[src/rtl/reg_data_bank.sv]
// reg_data_bank: double-buffered N x W register bank with atomic commit
// Ports:
//   clk, reset (sync, active-low)
//   wr_en/wr_addr/wr_data : staging write
//   commit                : copy all staging to data_out on one edge
//   rd_addr -> rd_data    : registered staging readback (0 when out of range)
//   data_out              : active values, channel k at [k*W +: W]
//   dirty/pending         : per-channel and any-channel "written since commit"
//   commit_done/wr_err    : one-cycle pulses after a commit / out-of-range write
module reg_data_bank #(
   parameter int W  = 8,
   parameter int N  = 4,
   parameter int AW = 2
) (
   input  logic            clk,
   input  logic            reset,
   input  logic            wr_en,
   input  logic [AW-1:0]   wr_addr,
   input  logic [W-1:0]    wr_data,
   input  logic            commit,
   input  logic [AW-1:0]   rd_addr,
   output logic [W-1:0]    rd_data,
   output logic [N*W-1:0]  data_out,
   output logic [N-1:0]    dirty,
   output logic            pending,
   output logic            commit_done,
   output logic            wr_err
);
   logic [W-1:0] stage [N];
   logic [N-1:0] hit;
   logic [W-1:0] rd_val;
   always_comb begin
      rd_val = '0;
      for (int k = 0; k < N; k++) begin
         hit[k] = wr_en && wr_addr == AW'(k);
         if (rd_addr == AW'(k)) rd_val = stage[k];
      end
   end
   assign pending = |dirty;
   // a commit takes the same-edge write directly so the fold lands in data_out now
   always_ff @(posedge clk) begin
      if (!reset) begin
         for (int k = 0; k < N; k++) stage[k] <= '0;
         data_out    <= '0;
         dirty       <= '0;
         rd_data     <= '0;
         commit_done <= 1'b0;
         wr_err      <= 1'b0;
      end else begin
         for (int k = 0; k < N; k++) begin
            if (hit[k]) stage[k] <= wr_data;
            if (commit) data_out[k*W +: W] <= hit[k] ? wr_data : stage[k];
         end
         dirty       <= commit ? '0 : dirty | hit;
         rd_data     <= rd_val;
         commit_done <= commit;
         wr_err      <= wr_en && ~|hit;
      end
   end
endmodule

[config.mk]
export PLATFORM = sky130hd
export DESIGN_NAME = reg_data_bank
export DESIGN_NICKNAME = d
export VERILOG_FILES = /design/src/rtl/reg_data_bank.sv
export SDC_FILE = /design/constraint.sdc
export NUM_CORES = 1
export LEC_CHECK = 0
export BUFFER_PORTS_ARGS = -buffer_cell sky130_fd_sc_hd__buf_2
export CORE_UTILIZATION = 45
export CTS_CLUSTER_DIAMETER = 80
export DETAILED_ROUTE_END_ITERATION = 7
export PLACE_DENSITY = 0.74
export SLEW_MARGIN = 40
export SYNTH_ARGS = -nofsm -noshare
export SYNTH_HDL_FRONTEND = slang
export SYNTH_SLANG_ARGS = --single-unit
[constraint.sdc]
create_clock -name clk -period 2.5 [get_ports clk]
set_input_delay 0.25 -clock clk [delete_from_list [all_inputs] [get_ports clk]]
set_output_delay 0.25 -clock clk [all_outputs]
set_load 0.01 [all_outputs]
==> impl_metrics.toml <==
[die]
rows = 30
design.portCount = 63
die_area_sq_um = 7460
die_h_um = 86.4
dieWidth_um = 86.4
coreArea_sq_um = 6830
start_util = 0.469

[logic_synthesis]
ys_ff_latch = 78
synth_mux_area_frac = 0.0562
syn_avg_cell_area_sq_um = 10.5
yosysWarnings = 0
yosys.area_share.simple = 0.210
syn_nets = 320
synth_compound_area_frac = 0.113
synth_cells = 304
synth_area_sq_um = 3200
synth_top_family_by_area = "simple AND/OR/NAND/NOR gates"
synth_fa_ha_area_frac = 0
synth_cell_types = 26
synth.yosys.seq_area_share = 0.587
synth_xor_area_frac = 0

[routing]
routed_wl_um = 7320
routedWlPerCell_um = 16.0
post_drt_via_cell_ratio = 5.22
drt-pass1-iter-count = 4
drc = 0
ant_nets = 0
dr_total_vias = 2393
detail_route.iter0.violations = 245

[cts]
worstSkewPairLatency_ps = 340
clockBufferDepth = 2
cts_root_buffer = "clkbuf_8"
ctsResizeCount = 0
htree_levels = 3
holdBufCountCts = 0
clkTransAtPathRegs_ps = 80
cts_tree = "done"
cts.sinks = 78
cts-buffers-inserted = 9
cts_setup_buffers = 0

[global_route]
grt_max_degree = 67
track_usage = 0.220
antenna_found_initial = 0
grt-ovfl-total = 0
grt_pass1_wl_um = 11900
grt_pass1_vias = 2272

[sta]
max_freq_ghz = 0.632
slew_headroom = 0.530
worst-slew-pin-transition_ps = 700
rsz0062_at_grt = "no"
tns_ps = 0
min_period_ps = 1580
drv_slew = 0
hold_violations = 0
finalCritPeriodShare = 0.633
clock_skew_ps = 4.39
finalWorstSetupSlack_ps = 918
setup_viol = 0

[placed_design]
place_hpwl_um = 5280
place_congestion = 0.892
numPortBuffers = 62
pre_cts_ws_ps = 879

[finish]
drive_gt1_frac = 0.251
utilization = 0.549
nets = 373
fillers = 628
n_antenna_cell = 0
syn2layout_area_growth_pct = 17.2

[outcome]
status = "complete, no violations"

[worst_setup_path]
cp_max_fo = 3
cp-end-kind = "primary output"
critical_path_arrival_ps = 1330
worstSetupPathType = "reg2out"
critPathRequiredTime_ps = 2250
crit_path_start_kind = "flip-flop"

[power_and_ir_drop]
total_power_uw = 2750
ir_drop_mv = 0.378
powerDensity_nw_per_um2 = 734
p_leak_uw = 0.00156

[worst_hold_path]
hp-class = "in2reg"

[flow_run]
max_cap_viol_count = 0
==> state kept, by name, indices dropped and copies added, names as in the netlist <==
| name | flops |
|---|---|
| rd_data | 8 |
| commit_done | 1 |
| stage | 32 |
| data_out | 32 |
| dirty | 4 |
| wr_err | 1 |
==> cells in the final DEF (no fill, tap or decap), types with 2 or more instances in the layout <==
| cell type | instances |
|---|---|
| buf_2 | 61 |
| clkinv_2 | 2 |
| and2_1 | 41 |
| nand3b_1 | 2 |
| nor2_1 | 8 |
| nand2_1 | 68 |
| and3b_1 | 2 |
| dfxtp_1 | 46 |
| inv_4 | 2 |
| edfxtp_1 | 32 |
| o21ai_1 | 4 |
| o21ai_0 | 28 |
| clkbuf_8 | 10 |
| mux4_2 | 8 |
| a31oi_1 | 32 |
| buf_4 | 2 |
| nor3b_2 | 2 |
==> synthesized netlist by cell type (all sizes together) <==
cell type | count | area, sq um
mux4 | 8 | 180
nand3b | 2 | 15.0
dfxtp | 46 | 921
and4 | 1 | 8.76
and2 | 41 | 257
nand2b | 1 | 6.26
a31oi | 32 | 200
conb | 1 | 3.75
nand2 | 69 | 262
o21ai | 32 | 160
and3b | 2 | 17.5
or4 | 1 | 7.51
clkbuf | 11 | 41.3
nor2 | 8 | 30.0
buf | 10 | 63.8
or3b | 1 | 8.76
nor3 | 1 | 5.00
nor3b | 3 | 43.8
and3 | 1 | 6.26
nand3 | 1 | 5.00
edfxtp | 32 | 961
==> path summary, 6_finish.rpt <==
path | depth (start not counted) | to | from | slack, ps
max reg2reg | 2 | rd_data[2]$_SDFF_PN0_ | stage[3][2]$_SDFFCE_PN0P_ | 1280
min reg2reg | 2 | dirty[3]$_SDFF_PP0_ | dirty[3]$_SDFF_PP0_ | 500
min | 3 | data_out[7]$_SDFFE_PN0P_ | wr_data[7] | 250
max | 2 | pending | dirty[2]$_SDFF_PP0_ | 920
==> layer usage <==
| metal | track usage | wire (um) | part of all wire |
|---|---|---|---|
| met5 | 0 | 0 | 0 |
| met4 | 0.0985 | 194 | 0.027 |
| met3 | 0.0533 | 581 | 0.079 |
| met2 | 0.330 | 3290 | 0.45 |
| met1 | 0.302 | 3250 | 0.44 |
==> through the flow <==
stage | instance area (sq um) | cells | hold WS [ps]
after floorplan | 3200 | 304 | 404
after global placement | 3540 | 442 | 471
after detailed placement | 3540 | 442 | 486
after CTS | 3750 | 458 | 238
after global routing | 3750 | 458 | 242
final | 3750 | 458 | 247
==> critical path, cell delays in order (launching register included) <==
cell	delay, ps
dfxtp_1	320
or4_1	510
buf_2	150
==> kinds of logic after synthesis <==
family,Yosys count
flops,78
buf+inv,21
simple gates,132
mux,8
compound gates,64
other cells,1
==> power breakdown <==
part           switching, uW  total, uW  leakage [uW]  internal (uW)
clock                    446        993      0.000115            547
sequential              46.7       1460      0.000696           1420
combinational            178        297      0.000753            119
==> area by class of cell <==
| type | instances | area [sq um] | share of cell area |
|---|---|---|---|
| well taps | 96 | 120 | 0.0320 |
| clock inverters | 5 | 52.6 | 0.0140 |
| flip-flops and latches | 78 | 1880 | 0.501 |
| repair buffers | 63 | 320 | 0.0853 |
| clock buffers | 11 | 163 | 0.0433 |
| multi-input cells | 205 | 1220 | 0.324 |
(Power assumes the default switching activity.)
